**src/rtl/mips_pkg.sv**
```systemverilog
// rtl/mips_pkg.sv - shared next-PC select codes, fetch defaults and fetch state type
package mips_pkg;

    localparam logic [1:0] NPC_PC4 = 2'd0;
    localparam logic [1:0] NPC_BR  = 2'd1;
    localparam logic [1:0] NPC_J   = 2'd2;
    localparam logic [1:0] NPC_JR  = 2'd3;

    localparam logic [31:0] PC_RESET_DEFAULT = 32'h0000_3000;
    localparam int          IM_WORDS_DEFAULT = 1024;

    typedef enum logic {
        ST_RUN   = 1'b0,
        ST_FAULT = 1'b1
    } fetch_state_e;

endpackage

```
**src/rtl/npc.sv**
```systemverilog
// rtl/npc.sv - combinational next-PC selection and fetch-target legality check
module npc
    import mips_pkg::*;
#(
    parameter logic [31:0] PC_RESET = PC_RESET_DEFAULT,
    parameter int          IM_WORDS = IM_WORDS_DEFAULT
) (
    input  logic [31:0] pc,
    input  logic [1:0]  sel,
    input  logic        br_taken,
    input  logic [15:0] imm16,
    input  logic [25:0] imm26,
    input  logic [31:0] jr_target,
    output logic [31:0] npc,
    output logic [31:0] pc4,
    output logic        legal
);

    // Bounds are held in 33 bits so the upper limit cannot wrap at the top of the address space.
    localparam logic [32:0] PC_LO    = {1'b0, PC_RESET};
    localparam logic [32:0] IM_BYTES = 33'(IM_WORDS) << 2;
    localparam logic [32:0] PC_HI    = PC_LO + IM_BYTES;

    logic [31:0] br_off;

    always_comb begin
        pc4    = pc + 32'd4;
        br_off = {{14{imm16[15]}}, imm16, 2'b00};
        npc    = pc4;
        case (sel)
            NPC_PC4: npc = pc4;
            NPC_BR:  npc = br_taken ? (pc4 + br_off) : pc4;
            NPC_J:   npc = {pc4[31:28], imm26, 2'b00};
            NPC_JR:  npc = jr_target;
            default: npc = pc4;
        endcase
        legal = (npc[1:0] == 2'b00)
             && ({1'b0, npc} >= PC_LO)
             && ({1'b0, npc} <  PC_HI);
    end

endmodule

```
**src/rtl/ifu_fetch.sv**
```systemverilog
// rtl/ifu_fetch.sv - program counter, sticky fetch fault and retired-fetch counter
module ifu_fetch
    import mips_pkg::*;
#(
    parameter logic [31:0] PC_RESET = PC_RESET_DEFAULT,
    parameter int          IM_WORDS = IM_WORDS_DEFAULT,
    localparam int         IM_AW    = $clog2(IM_WORDS)
) (
    input  logic             clk,
    input  logic             reset,
    input  logic             stall,
    input  logic [1:0]       npc_sel,
    input  logic             br_taken,
    input  logic [15:0]      imm16,
    input  logic [25:0]      imm26,
    input  logic [31:0]      jr_target,
    input  logic [31:0]      instr,
    output logic [31:0]      pc,
    output logic [31:0]      pc4,
    output logic [IM_AW-1:0] im_addr,
    output logic [31:0]      instr_out,
    output logic             fault,
    output logic [31:0]      fault_pc,
    output logic [31:0]      fetch_cnt
);

    fetch_state_e state_q, state_d;
    logic [31:0]  pc_q, pc_d;
    logic [31:0]  fault_pc_q, fault_pc_d;
    logic [31:0]  cnt_q, cnt_d;
    logic [31:0]  npc_val;
    logic         npc_legal;
    logic [31:0]  pc_off;

    npc #(
        .PC_RESET (PC_RESET),
        .IM_WORDS (IM_WORDS)
    ) u_npc (
        .pc        (pc_q),
        .sel       (npc_sel),
        .br_taken  (br_taken),
        .imm16     (imm16),
        .imm26     (imm26),
        .jr_target (jr_target),
        .npc       (npc_val),
        .pc4       (pc4),
        .legal     (npc_legal)
    );

    always_ff @(posedge clk) begin
        if (reset) begin
            state_q    <= ST_RUN;
            pc_q       <= PC_RESET;
            fault_pc_q <= 32'h0;
            cnt_q      <= 32'h0;
        end else begin
            state_q    <= state_d;
            pc_q       <= pc_d;
            fault_pc_q <= fault_pc_d;
            cnt_q      <= cnt_d;
        end
    end

    // FAULT is absorbing; stall outranks the legality check so a stalled bad target never faults.
    always_comb begin
        state_d    = state_q;
        pc_d       = pc_q;
        fault_pc_d = fault_pc_q;
        cnt_d      = cnt_q;
        case (state_q)
            ST_RUN: begin
                if (!stall) begin
                    if (npc_legal) begin
                        pc_d  = npc_val;
                        cnt_d = cnt_q + 32'd1;
                    end else begin
                        fault_pc_d = npc_val;
                        state_d    = ST_FAULT;
                    end
                end
            end
            ST_FAULT: begin
                state_d = ST_FAULT;
            end
            default: begin
                state_d = ST_RUN;
            end
        endcase
    end

    always_comb begin
        pc_off    = pc_q - PC_RESET;
        im_addr   = IM_AW'(pc_off >> 2);
        pc        = pc_q;
        fault     = (state_q == ST_FAULT);
        instr_out = fault ? 32'h0 : instr;
        fault_pc  = fault_pc_q;
        fetch_cnt = cnt_q;
    end

endmodule

```
**config.mk**
```make
export PLATFORM = sky130hd
export DESIGN_NAME = ifu_fetch
export DESIGN_NICKNAME = d
export VERILOG_FILES = /design/src/rtl/mips_pkg.sv /design/src/rtl/npc.sv /design/src/rtl/ifu_fetch.sv
export SDC_FILE = /design/constraint.sdc
export NUM_CORES = 1
export LEC_CHECK = 0
export ABC_CLOCK_PERIOD_IN_PS = 6400
export CORE_UTILIZATION = 47
export CTS_CLUSTER_DIAMETER = 80
export CTS_CLUSTER_SIZE = 12
export DETAILED_ROUTE_END_ITERATION = 8
export PLACE_DENSITY_LB_ADDON = 0.15
export SETUP_SLACK_MARGIN = 0.1
export SKIP_CTS_REPAIR_TIMING = 1
export SLEW_MARGIN = 20
export SYNTH_ARGS = -nofsm -noshare
export SYNTH_HDL_FRONTEND = slang
export SYNTH_SLANG_ARGS = --single-unit
export TNS_END_PERCENT = 10
```
**constraint.sdc**
```tcl
create_clock -name clk -period 6.4 [get_ports clk]
set_input_delay 0.96 -clock clk [delete_from_list [all_inputs] [get_ports clk]]
set_output_delay 0.96 -clock clk [all_outputs]
set_load 0.005 [all_outputs]
```
==> Yosys cells after proc, flatten, opt, wreduce, memory -nomap -nowiden <==
Cells that the tools add are included.
{ "classes": {"n_eq_ne": 3, "n_addsub": 4, "reduce_logical": 6, "magnitude_cmp": 2, "bitwise_logic": 3, "muxes": 6} }
{ "op_table": {"columns": ["op", "n"], "rows": [
  ["$pmux 32 s4", 1],
  ["$mux 32", 2],
  ["$add 32x1->32 const B", 1],
  ["$add 32x3->32 const B", 1],
  ["$add 32x32->32", 1],
  ["$ge 32x14->1 const B", 1],
  ["$lt 32x15->1 const B", 1],
  ["$sub 12x1->12 const B", 1],
  ["$reduce_and 3->1", 2],
  ["$eq 2x2->1 const B", 2],
  ["$logic_not 2->1", 2],
  ["$not 1->1", 3],
  ["$eq 2x1->1 const B", 1],
  ["$logic_and 1x1->1", 2],
  ["$mux 1", 2],
  ["$pmux 1 s2", 1]
]} }
{ "word_totals": {"register_bits": 97, "inputBits": 112, "word_cells": 28, "output_inout_bits": 171} }

==> Logic depth before layout (Yosys ltp) <==
Gate-level depths: netlist (run 1).
{ "logic_depth": {"depth_word": 10, "ltp_mapped": 23, "ltp_nobuf": 18} }

==> Cells and area by module <==
Synthesis (run 1) repeated with hierarchy kept, for this count alone.
{ "hier_totals": {"hier_cells": 1071, "hier_area_um2": 7721.2} }
{ "modules_own_cells": {"columns": ["module", "cells_each", "instances", "seq_area_each_um2", "area_per_inst_um2"], "rows": [
  ["ifu_fetch", 506, 1, 1941.9, 4003.8],
  ["npc", 565, 1, 0.0, 3717.3]
]} }

==> Least setup slack after synthesis (run 1) <==
No wires, ideal clock.
{ "synth_path": {"kind": "flip-flop to flip-flop", "startpoint": "register pc_q[2] (netlist: pc[2])", "endpoint": "register cnt_q[7] (netlist: fetch_cnt[7])", "stages_incl_launch_ff": 21, "arrival_ps": 5078, "path_buffers": 2, "required_ps": 6277, "setup_time_ps": 123, "slack_ps": 1199, "synth_period_minus_slack_ps": 5201, "path_cell_list": "dfxtp_1 -> ha_1 -> nand3_2 -> or4_1 -> buf_2 -> nor4_1 -> xnor2_1 -> inv_1 -> ha_1 -> clkbuf_1 -> nand4_1 -> or3_1 -> nand2_1 -> mux2i_1 -> a221oi_1 -> nand3_1 -> nor4bb_1 -> nand4_1 -> nor3_4 -> and4_1 -> mux2_1"} }
{ "synth_via": {"elab_chain_len": 8, "word_cells_on_any_way": 9, "cone_classes": "add/sub (2); order compare (2); mux (2); reduce/logical (3)"} }
{ "synth_lines": {"columns": ["item", "line", "text"], "rows": [
  ["start, declared", "ifu_fetch.sv:28", "logic [31:0] pc_q, pc_d;"],
  ["start signal, assigned", "ifu_fetch.sv:58", "pc_q <= pc_d;"],
  ["$add 32x3->32 (*)", "npc.sv:27", "pc4 = pc + 32'd4;"],
  ["via pc4[26]", "ifu_fetch.sv:19", "output logic [31:0] pc4,"],
  ["$add 32x32->32", "npc.sv:32", "NPC_BR: npc = br_taken ? (pc4 + br_off) : pc4;"],
  ["$mux 32", "npc.sv:32", null],
  ["$pmux 32 s4 (*)", "npc.sv:30", "case (sel)"],
  ["$ge 32x14->1", "npc.sv:38", "&& ({1'b0, npc} >= PC_LO)"],
  ["$logic_and 1x1->1", "npc.sv:38", null],
  ["$logic_and 1x1->1 (*)", "npc.sv:39", "&& ({1'b0, npc} < PC_HI);"],
  ["$reduce_and 3->1 (no source line) (*)", null, null],
  ["end signal, assigned", "ifu_fetch.sv:60", "cnt_q <= cnt_d;"],
  ["end, declared", "ifu_fetch.sv:30", "logic [31:0] cnt_q, cnt_d;"]
]} }
Mark *: on every way through the listed nets, which the timed path passes. The rest lies on a longest branch.
A chain may end at the register's enable or synchronous reset.

==> Worst setup path after layout (run 1) <==
{ "layout_path": {"startpoint": "register pc_q[4] (netlist: pc[4])", "endpoint": "register cnt_q[8] (netlist: fetch_cnt[8])"} }
{ "layout_via": {"elab_chain_len": 8, "word_cells_on_any_way": 9, "cone_classes": "add/sub (2); order compare (2); mux (2); reduce/logical (3)"} }
{ "layout_lines": {"columns": ["item", "line"], "rows": [
  ["$add 32x3->32 (*)", "npc.sv:27"],
  ["$add 32x32->32", "npc.sv:32"],
  ["$mux 32", "npc.sv:32"],
  ["$pmux 32 s4 (*)", "npc.sv:30"],
  ["$ge 32x14->1", "npc.sv:38"],
  ["$logic_and 1x1->1", "npc.sv:38"],
  ["$logic_and 1x1->1 (*)", "npc.sv:39"],
  ["$reduce_and 3->1 (no source line) (*)", null]
]} }
Every way passes the cells marked *; elsewhere a longest branch is shown, timed or not.

==> results.py, run 1 <==
metrics = {
    "worst_hold_path": {
        "holdCritStartpoint": "fault_pc[6]",
        "hold_path_class": "reg2reg",
    },
    "cts": {
        "clk_pin_slew_ns": 0.08,
        "cts_root_buf": "clkbuf_16",
        "clkSinkCount": 97,
        "cts_buffer_depth": 2,
        "clk_latency_ns": 0.36,
        "cts_buffers": 9,
        "htreeDepth": 3,
        "cts_tree": "done",
    },
    "setup_path": {
        "slowest_stage": "or4_1",
        "r2r-start": "pc[4]",
        "cp-startpoint": "pc[4]",
        "worst-setup-path-type": "reg2reg",
        "cp-end-kind": "flop",
        "cp.depth": 17,
        "crit_required_ns": 6.60,
        "path_common_cell": "or4_1",
        "critPathLaunchType": "flop",
        "r2r_cells": 17,
        "crit_fanout": 25,
        "r2r_slack_ns": 0.59,
        "worstSetupEndpoint": "fetch_cnt[8]",
        "cp_top_family": "simple AND/OR/NAND/NOR gates",
        "max_stage_delay_ns": 0.64,
        "r2r_end": "fetch_cnt[8]",
        "cp_cell_sequence": "nand4_1 > or4_1 > or4_1 > nand2_1 > ha_1 > a21oi_1 > o21ai_0 > a21o_1 > or4_1 > a211o_1 > o211ai_1 > nor4bb_1 > nand4_1 > nor3_4 > buf_4 > a31o_2 > a21oi_1",
        "path_buf_inv": 1,
        "crit_arrival_ns": 6.01,
    },
    "sta": {
        "finalSetupTns_ns": 0,
        "fin_skew_ns": 0.0121,
        "hold_slack_ns": 0.478,
        "fmax_mhz": 172,
        "hold_viol_final": 0,
        "finalMaxSlewViolations": 0,
        "setup_viol": 0,
        "finalCritPeriodShare_pct": 90.8,
        "period_needed_ns": 5.81,
        "worstMarginPinSlew_ns": 0.972,
        "slew_headroom_pct": 35.2,
        "rsz0062_at_grt": "no",
    },
    "synth": {
        "syn_inst": 1050,
        "synth_top_area_share_pct": 24.2,
        "synth-edff-count": 0,
        "yosysMostFrequentCell": "dfxtp_1",
        "ys_top_cells_by_area": "dfxtp_1 (24%), mux2i_1 (7.2%), ha_1 (5.5%)",
        "yosys_warnings": 0,
        "syn_area_per_cell_um2": 7.63,
        "synth_nets": 1198,
        "seq_area_frac_synth_pct": 24.2,
        "ys_types": 75,
        "synth_seq_cells": 97,
        "syn_area_um2": 8010,
        "synth.largest_area_cell": "dfxtp_1",
        "synth-async-reset-ratio_pct": 0,
        "ys.flop_type": "dfxtp_1",
        "yosys-top-cells-count": "dfxtp_1 (97), nand2_1 (92), nor2_1 (80), a21oi_1 (77), o21ai_0 (59)",
    },
    "floorplan": {
        "die_w_um": 133,
        "die_h_um": 133,
        "placementRows": 47,
        "core_area_um2": 16600,
        "dieArea_um2": 17600,
        "ios": 283,
        "start_util_pct": 48.1,
    },
    "place": {
        "hpwlAfterDp_mm": 23.7,
        "place_inst": 1497,
        "gp_congestion": 1.05,
        "portBuffers": 282,
    },
    "power": {
        "internal-power_mw": 1.08,
        "p_sw_uw": 459,
        "clkPwrFrac_pct": 35.3,
        "powerDensity_nw_per_um2": 137,
        "peakVddDrop_v": 0.000172,
        "power.share.sequential_pct": 40.8,
        "combinationalPowerShare_pct": 23.9,
        "swShare_pct": 29.9,
        "static-leakage-power_nw": 4.23,
    },
    "cells_and_area": {
        "fin_nets": 1436,
        "multi_input_area_um2": 5590,
        "layoutNonFillerInstCount": 1513,
        "area.sequential_um2": 1940,
        "final_util_pct": 67.3,
        "insertedDiodeCount": 0,
        "drive_above_1_share_pct": 5.03,
        "fillCellCount": 1445,
        "area_delta_synth_final_pct": 39.7,
    },
    "run": {
        "cap_violations": 0,
    },
    "global_routing": {
        "grt.met2_usage_pct": 55.8,
        "top_usage_layer": "met2",
        "overflow": 0,
        "grt_util_met3_pct": 7.85,
        "first_global_vias": 8444,
        "grt_antenna_before_repair": 0,
        "grt_use_met1_pct": 41.0,
        "grt_start_max_net_pins": 98,
        "grt_pass1_wl_mm": 46.1,
        "grt_usage_pct": 33.4,
    },
    "drt": {
        "firstDrtPassIters": 5,
        "drt_iter0_drc": 674,
        "via_per_inst": 5.97,
        "dr_total_vias": 9037,
        "drc": 0,
        "ant_nets": 0,
        "wl_per_cell_um": 20.0,
        "wirelength_mm": 30.3,
    },
    "run_status": {
        "status": "complete, no violations",
    },
}
[per-layer routing]
metal	up-vias	share of wire, %
met3	74	8.4
met1	4226	42
met5	-	0
met4	0	3.6
li1	4302	-
met2	435	46
[per-stage QoR]
stage                     cell area [µm²]  total power [mW]  worst slack (ns)
final                               11200              1.54             0.590
after global routing                11200              1.60             0.106
after CTS                           11200              1.55             0.514
after detailed placement            10900              1.00             0.549
after global placement              10900              1.00             0.709
after floorplan                      8010             0.816              1.20
[worst min-delay path by stage]
stage               depth (start not counted)  slack [ns]     endpoint
global route                                2        0.49  fault_pc[6]
global placement                            2        0.46  fault_pc[6]
finish                                      2        0.48  fault_pc[6]
CTS                                         2        0.48  fault_pc[6]
floorplan                                   2        0.46  fault_pc[2]
detailed placement                          2        0.46  fault_pc[2]
[flip-flops by register name, summed over array words and instances, names as in the netlist]
register and flops:
fault_pc 32, fault 1, fetch_cnt 32, pc 32
[cells by family after synthesis]
family	count (synthesis)	share of synthesized area [%]
simple gates	434	29.5
compound gates	270	22.0
buf+inv	109	6.12
flops	97	24.2
mux	62	7.81
xor+xnor	42	4.59
fa+ha+maj	36	5.72
[tightest hold or removal path, cell delays in order (launching register included)]
cell and delay [ns]:
dfxtp_1 0.32, nand2b_1 0.06, mux2i_1 0.06
[layout by cell type (no fill, tap or decap), drive strengths merged, types with 27 or more instances in the layout]
master | synthesis | routed
clkdlybuf4s50 | 0 | 279
nand2b | 27 | 27
dfxtp | 97 | 97
a21oi | 78 | 78
nand2 | 92 | 92
nand4 | 30 | 30
mux2i | 58 | 58
inv | 37 | 39
o21ai | 65 | 65
ha | 35 | 35
nor2b | 38 | 38
nor2 | 80 | 80
and2 | 29 | 29
xnor2 | 28 | 28
[power by group through the flow]
stage / combinational, mW / sequential (mW) / clock, mW
finish: 0.367 / 0.628 / 0.543
global route: 0.391 / 0.630 / 0.577
CTS: 0.363 / 0.628 / 0.555
detailed placement: 0.361 / 0.642 / 0
global placement: 0.359 / 0.641 / 0
floorplan: 0.178 / 0.638 / 0
[cell type report]
cell class | count | area share, %
Timing Repair Buffer | 298 | 26.3
Clock buffer | 9 | 2.01
Inverter | 38 | 1.27
Tap cell | 220 | 2.46
Sequential cell | 97 | 17.4
Multi-Input combinational cell | 844 | 50.0
Clock inverter | 7 | 0.682
(Power assumes the default switching activity.)
==> inputs of run 2 (changes only) <==
--- a/config.mk
+++ b/config.mk
@@ -10,7 +10,8 @@
 export CTS_CLUSTER_DIAMETER = 80
 export CTS_CLUSTER_SIZE = 12
 export DETAILED_ROUTE_END_ITERATION = 8
-export PLACE_DENSITY_LB_ADDON = 0.15
+export PLACE_DENSITY = 0.83
+export RECOVER_POWER = 100
 export SETUP_SLACK_MARGIN = 0.1
 export SKIP_CTS_REPAIR_TIMING = 1
 export SLEW_MARGIN = 20
==> run 2 against run 1 <==
Compared with the run above:
- register-to-register slack worse by 0.24 ns
- utilization is essentially flat
- final cell count up 0.66%
- clock skew up 0.0011 ns
- fmax decreased by 4.0%
- critical endpoint is now fetch_cnt[7]
- sequential share of layout area about the same
- combinational power down 2%
- global-route usage rose by 0.85 points
- flip-flop and latch count did not move
- hold slack lost 0.0015 ns
- sequential power about the same
==> results.py, run 2 (same netlist as run 1, synthesis figures left out) <==
metrics = {
    "run_status": {
        "status": "complete, no violations",
    },
    "cts": {
        "htreeDepth": 3,
        "clkSinkCount": 97,
        "cts_tree": "done",
        "clk_latency_ns": 0.36,
        "cts_buffers": 9,
        "cts_root_buf": "clkbuf_16",
        "clk_pin_slew_ns": 0.08,
        "cts_buffer_depth": 2,
    },
    "place": {
        "gp_congestion": 1.01,
        "portBuffers": 282,
        "hpwlAfterDp_mm": 24.4,
        "placed_area_um2": 10900,
    },
    "sta": {
        "setup_viol": 0,
        "rsz0062_at_grt": "yes",
        "finalMaxSlewViolations": 0,
        "hold_viol_final": 0,
        "finalCritPeriodShare_pct": 94.6,
        "hold_slack_ns": 0.476,
        "period_needed_ns": 6.05,
        "fin_skew_ns": 0.0133,
        "fmax_mhz": 165,
        "worstMarginPinSlew_ns": 1.15,
        "slew_headroom_pct": 23.2,
        "finalSetupTns_ns": 0,
    },
    "cells_and_area": {
        "area_delta_synth_final_pct": 39.8,
        "stdcell_area_um2": 11200,
        "final_util_pct": 67.3,
        "insertedDiodeCount": 0,
        "mostFrequentLayoutCells": "dlygate4sd3_1 (162), clkdlybuf4s50_1 (117), dfxtp_1 (97)",
        "fin_nets": 1446,
        "final_common_cell": "dlygate4sd3_1",
        "drive_above_1_share_pct": 4.83,
    },
    "drt": {
        "wl_per_cell_um": 20.2,
        "drc": 0,
        "wirelength_mm": 30.8,
        "ant_nets": 0,
        "via_per_inst": 5.90,
        "firstDrtPassIters": 7,
        "dr_total_vias": 8987,
        "drt_iter0_drc": 841,
    },
    "setup_path": {
        "crit_fanout": 8,
        "cp_cell_sequence": "ha_1 > nand3_2 > or4_1 > nor4_2 > xnor2_1 > ha_1 > and2_0 > and3_1 > a21o_1 > or4_1 > a211o_1 > o211ai_1 > nor4bb_1 > nand4_1 > nor3_4 > and4_1 > mux2_1",
        "r2r_cells": 17,
        "crit_arrival_ns": 6.30,
        "critPathLaunchType": "flop",
        "r2r_slack_ns": 0.35,
        "slowest_stage": "or4_1",
        "path_buf_inv": 0,
        "crit_required_ns": 6.65,
        "cp_top_family": "simple AND/OR/NAND/NOR gates",
        "max_stage_delay_ns": 0.76,
        "cp.depth": 17,
        "cp-end-kind": "flop",
        "worst-setup-path-type": "reg2reg",
    },
    "global_routing": {
        "grt_usage_pct": 34.2,
        "grt_antenna_before_repair": 0,
        "first_global_vias": 8378,
        "overflow": 0,
        "grt_start_max_net_pins": 57,
        "grt_pass1_wl_mm": 47.1,
    },
    "power": {
        "peakVddDrop_v": 0.000148,
        "static-leakage-power_nw": 4.71,
        "powerDensity_nw_per_um2": 139,
    },
    "floorplan": {
        "placementRows": 47,
        "die_w_um": 133,
        "dieArea_um2": 17600,
        "core_area_um2": 16600,
        "ios": 283,
        "die_h_um": 133,
        "start_util_pct": 48.1,
    },
    "worst_hold_path": {
        "hold_path_class": "reg2reg",
        "hold_path_depth": 2,
    },
    "run": {
        "cap_violations": 0,
    },
}
[run 2: cell types whose count changed in the layout (fill, tap and decap cells not counted), sizes merged]
cell	previous run	this run
clkinvlp	2	0
clkbuf	9	18
clkdlybuf4s50	279	117
buf	19	20
inv	39	41
dlygate4sd3	0	162
[run 2: metrics by stage]
stage | setup slack, ns | instances | power, mW
5_1_grt | 0.0242 | 1523 | 1.61
3_3_place_gp | 0.467 | 1504 | 1.01
4_1_cts | 0.357 | 1520 | 1.57
2_1_floorplan | 1.20 | 1050 | 0.816
6_report | 0.348 | 1523 | 1.56
3_5_place_dp | 0.370 | 1504 | 1.01
[run 2: where the power goes]
group | switching (mW) | total [mW] | leakage, nW | internal, mW
clock network | 0.288 | 0.570 | 0.150 | 0.281
logic | 0.181 | 0.360 | 3.77 | 0.179
registers | 0.0107 | 0.627 | 0.785 | 0.616
total | 0.480 | 1.56 | 4.71 | 1.08
[run 2: worst reg2reg max path, delay by kind of cell (launching register included)]
family	cells	cell delay, ns
AO/OA/AOI/OAI	3	0.57
adder cells (fa/ha/maj)	2	0.67
flip-flops	1	0.45
AND/OR/NAND/NOR	10	3.63
multiplexers	1	0.31
XOR/XNOR	1	0.31
[run 2: layer usage]
metal  routed length [µm]  GRT usage [%]
met1                13000           43.5
met2                14400           57.4
met3                 2380           6.25
met4                 1050           13.2
met5                    0              0
[run 2: cell type report]
class / instances / area, µm²
multi-input cells: 844 / 5560
well taps: 220 / 275
repair buffers: 308 / 2980
clock inverters: 7 / 81.3
clock buffers: 9 / 225
fillers: 1463 / 5440
inverters: 38 / 143
flip-flops and latches: 97 / 1940
[run 2: final timing paths]
kind                      from            to
hold / removal    fault_pc[23]  fault_pc[23]
hold reg to reg   fault_pc[23]  fault_pc[23]
setup reg to reg         pc[3]  fetch_cnt[7]
setup / recovery         pc[3]  fetch_cnt[7]
==> inputs of run 3 (changes only) <==
--- a/config.mk
+++ b/config.mk
@@ -10,10 +10,9 @@
 export CTS_CLUSTER_DIAMETER = 80
 export CTS_CLUSTER_SIZE = 12
 export DETAILED_ROUTE_END_ITERATION = 8
-export PLACE_DENSITY = 0.83
+export PLACE_DENSITY_LB_ADDON = 0.05
 export RECOVER_POWER = 100
 export SETUP_SLACK_MARGIN = 0.1
-export SKIP_CTS_REPAIR_TIMING = 1
 export SLEW_MARGIN = 20
 export SYNTH_ARGS = -nofsm -noshare
 export SYNTH_HDL_FRONTEND = slang
==> run 3 against run 2 <==
Compared with the run above:
- utilization decreased by 0.38 points
- first-iteration DRC count decreased by 36%
- clock skew increased by 0.0023 ns
- fmax increased by 1.3%
- clock power decreased by 8.1%
- combinational power decreased by 2%
- clock-buffer cell count unchanged
- final cell count decreased by 0.59%
- hold slack got worse by 0.0038 ns
- global-route usage decreased by 1.1 points
- critical path type unchanged
- critical endpoint unchanged
==> results.py, run 3 (same netlist as run 1, synthesis figures left out) <==
metrics = {
    "place": {
        "portBuffers": 282,
        "place_inst": 1498,
        "hpwlAfterDp_mm": 23.3,
        "gp_congestion": 1.01,
        "placed_area_um2": 10900,
    },
    "cells_and_area": {
        "fillCellCount": 1453,
        "drive_above_1_share_pct": 4.40,
        "insertedDiodeCount": 0,
        "final_common_cell": "dlygate4sd3_1",
        "multi_input_area_um2": 5560,
        "stdcell_area_um2": 11100,
        "area.sequential_um2": 1940,
        "fin_nets": 1438,
        "final_util_pct": 66.9,
        "area_delta_synth_final_pct": 39.0,
        "layoutNonFillerInstCount": 1514,
        "mostFrequentLayoutCells": "dlygate4sd3_1 (163), clkdlybuf4s50_1 (116), dfxtp_1 (97)",
    },
    "sta": {
        "setup_viol": 0,
        "slew_headroom_pct": 26.8,
        "finalSetupTns_ns": 0,
        "fmax_mhz": 167,
        "rsz0062_at_grt": "no",
        "period_needed_ns": 5.97,
        "finalCritPeriodShare_pct": 93.3,
        "hold_slack_ns": 0.473,
        "hold_viol_final": 0,
        "worstMarginPinSlew_ns": 1.10,
        "finalMaxSlewViolations": 0,
        "fin_skew_ns": 0.0156,
    },
    "setup_path": {
        "cp_cell_sequence": "ha_1 > nand3_2 > or4_4 > nor4_2 > xnor2_1 > ha_1 > and2_1 > and3_1 > a21o_1 > or4_1 > a211o_1 > o211ai_1 > nor4bb_1 > nand4_1 > nor3_4 > and4_1 > mux2_1",
        "r2r_slack_ns": 0.43,
        "max_stage_delay_ns": 0.66,
        "cp-end-kind": "flop",
        "slowest_stage": "or4_4",
        "crit_arrival_ns": 6.20,
        "crit_required_ns": 6.63,
        "cp-startpoint": "pc[2]",
        "r2r_end": "fetch_cnt[7]",
        "r2r-start": "pc[2]",
        "crit_fanout": 8,
        "worstSetupEndpoint": "fetch_cnt[7]",
        "critPathLaunchType": "flop",
        "worst-setup-path-type": "reg2reg",
        "r2r_cells": 17,
        "path_common_cell": "ha_1",
    },
    "drt": {
        "dr_total_vias": 8974,
        "drt-met1-wl_mm": 12.2,
        "met2WireLength_mm": 14.0,
        "firstDrtPassIters": 5,
        "wl_met3_mm": 2.17,
        "drt_iter0_drc": 540,
        "wl_per_cell_um": 19.5,
        "via_per_inst": 5.93,
        "wirelength_mm": 29.5,
        "drc": 0,
        "top_layer_used": "met4",
        "ant_nets": 0,
    },
    "run": {
        "cap_violations": 0,
    },
    "floorplan": {
        "core_area_um2": 16600,
        "placementRows": 47,
        "die_h_um": 133,
        "dieArea_um2": 17600,
        "ios": 283,
        "die_w_um": 133,
        "start_util_pct": 48.1,
    },
    "power": {
        "static-leakage-power_nw": 4.67,
        "peakVddDrop_v": 0.000147,
        "powerDensity_nw_per_um2": 135,
    },
    "cts": {
        "cts_root_buf": "clkbuf_16",
        "htreeDepth": 3,
        "hold_buffers": 0,
        "cts_buffers": 9,
        "clk_pin_slew_ns": 0.08,
        "clkSinkCount": 97,
        "clk_latency_ns": 0.35,
        "cts_tree": "done",
        "cts_buffer_depth": 2,
    },
    "worst_hold_path": {
        "hold_path_class": "reg2reg",
        "hold_path_depth": 2,
    },
    "global_routing": {
        "grt_start_max_net_pins": 58,
        "first_global_vias": 8403,
        "grt_antenna_before_repair": 0,
        "grt_usage_pct": 33.1,
        "overflow": 0,
        "grt_pass1_wl_mm": 45.9,
    },
    "run_status": {
        "status": "complete, no violations",
    },
}
run 3: cell type report:
cell class | count | area share, %
Inverter | 38 | 1.28
Timing Repair Buffer | 300 | 26.3
Clock buffer | 9 | 2.02
Multi-Input combinational cell | 844 | 49.9
Sequential cell | 97 | 17.4
Clock inverter | 6 | 0.562
Tap cell | 220 | 2.47
run 3: worst max-delay path: cells and delay by family (launching register included):
kind / cells / cell delay (ns)
muxes: 1 / 0.32
AOI/OAI and AO/OA: 3 / 0.59
xor gates and xnor gates: 1 / 0.33
and+or+nand+nor: 10 / 3.44
adders and majority gates: 2 / 0.70
DFF: 1 / 0.47
run 3: what timing repair did:
action / CTS / global route
buffers inserted: 0 / 1
gates resized for setup: 0 / 2
endpoints found under the setup margin: 0 / 42
run 3: how the worst min path moves through the flow:
stage	start	slack, ns	to
floorplan	fault_pc[2]	0.46	fault_pc[2]
CTS	fault_pc[7]	0.48	fault_pc[7]
detailed placement	fault_pc[4]	0.47	fault_pc[4]
finish	fault_pc[10]	0.47	fault_pc[10]
global route	fault_pc[25]	0.50	fault_pc[25]
global placement	fault_pc[2]	0.46	fault_pc[2]
run 3: where the power goes:
| group | switching (mW) | total, mW | internal (mW) |
|---|---|---|---|
| clock network | 0.252 | 0.524 | 0.272 |
| registers | 0.0113 | 0.628 | 0.616 |
| logic | 0.176 | 0.353 | 0.177 |
run 3: through the flow:
| step | setup WS, ns | total power [mW] |
|---|---|---|
| 6_report | 0.426 | 1.50 |
| 5_1_grt | 0.0820 | 1.57 |
| 4_1_cts | 0.296 | 1.52 |
| 3_5_place_dp | 0.329 | 1.00 |
| 3_3_place_gp | 0.529 | 0.999 |
| 2_1_floorplan | 1.20 | 0.816 |
run 3: routing by layer:
metal | up-vias | GRT usage (%)
met5 | - | 0
met4 | 0 | 13.3
met1 | 4172 | 41.5
met3 | 70 | 6.09
met2 | 421 | 56.0
li1 | 4311 | -
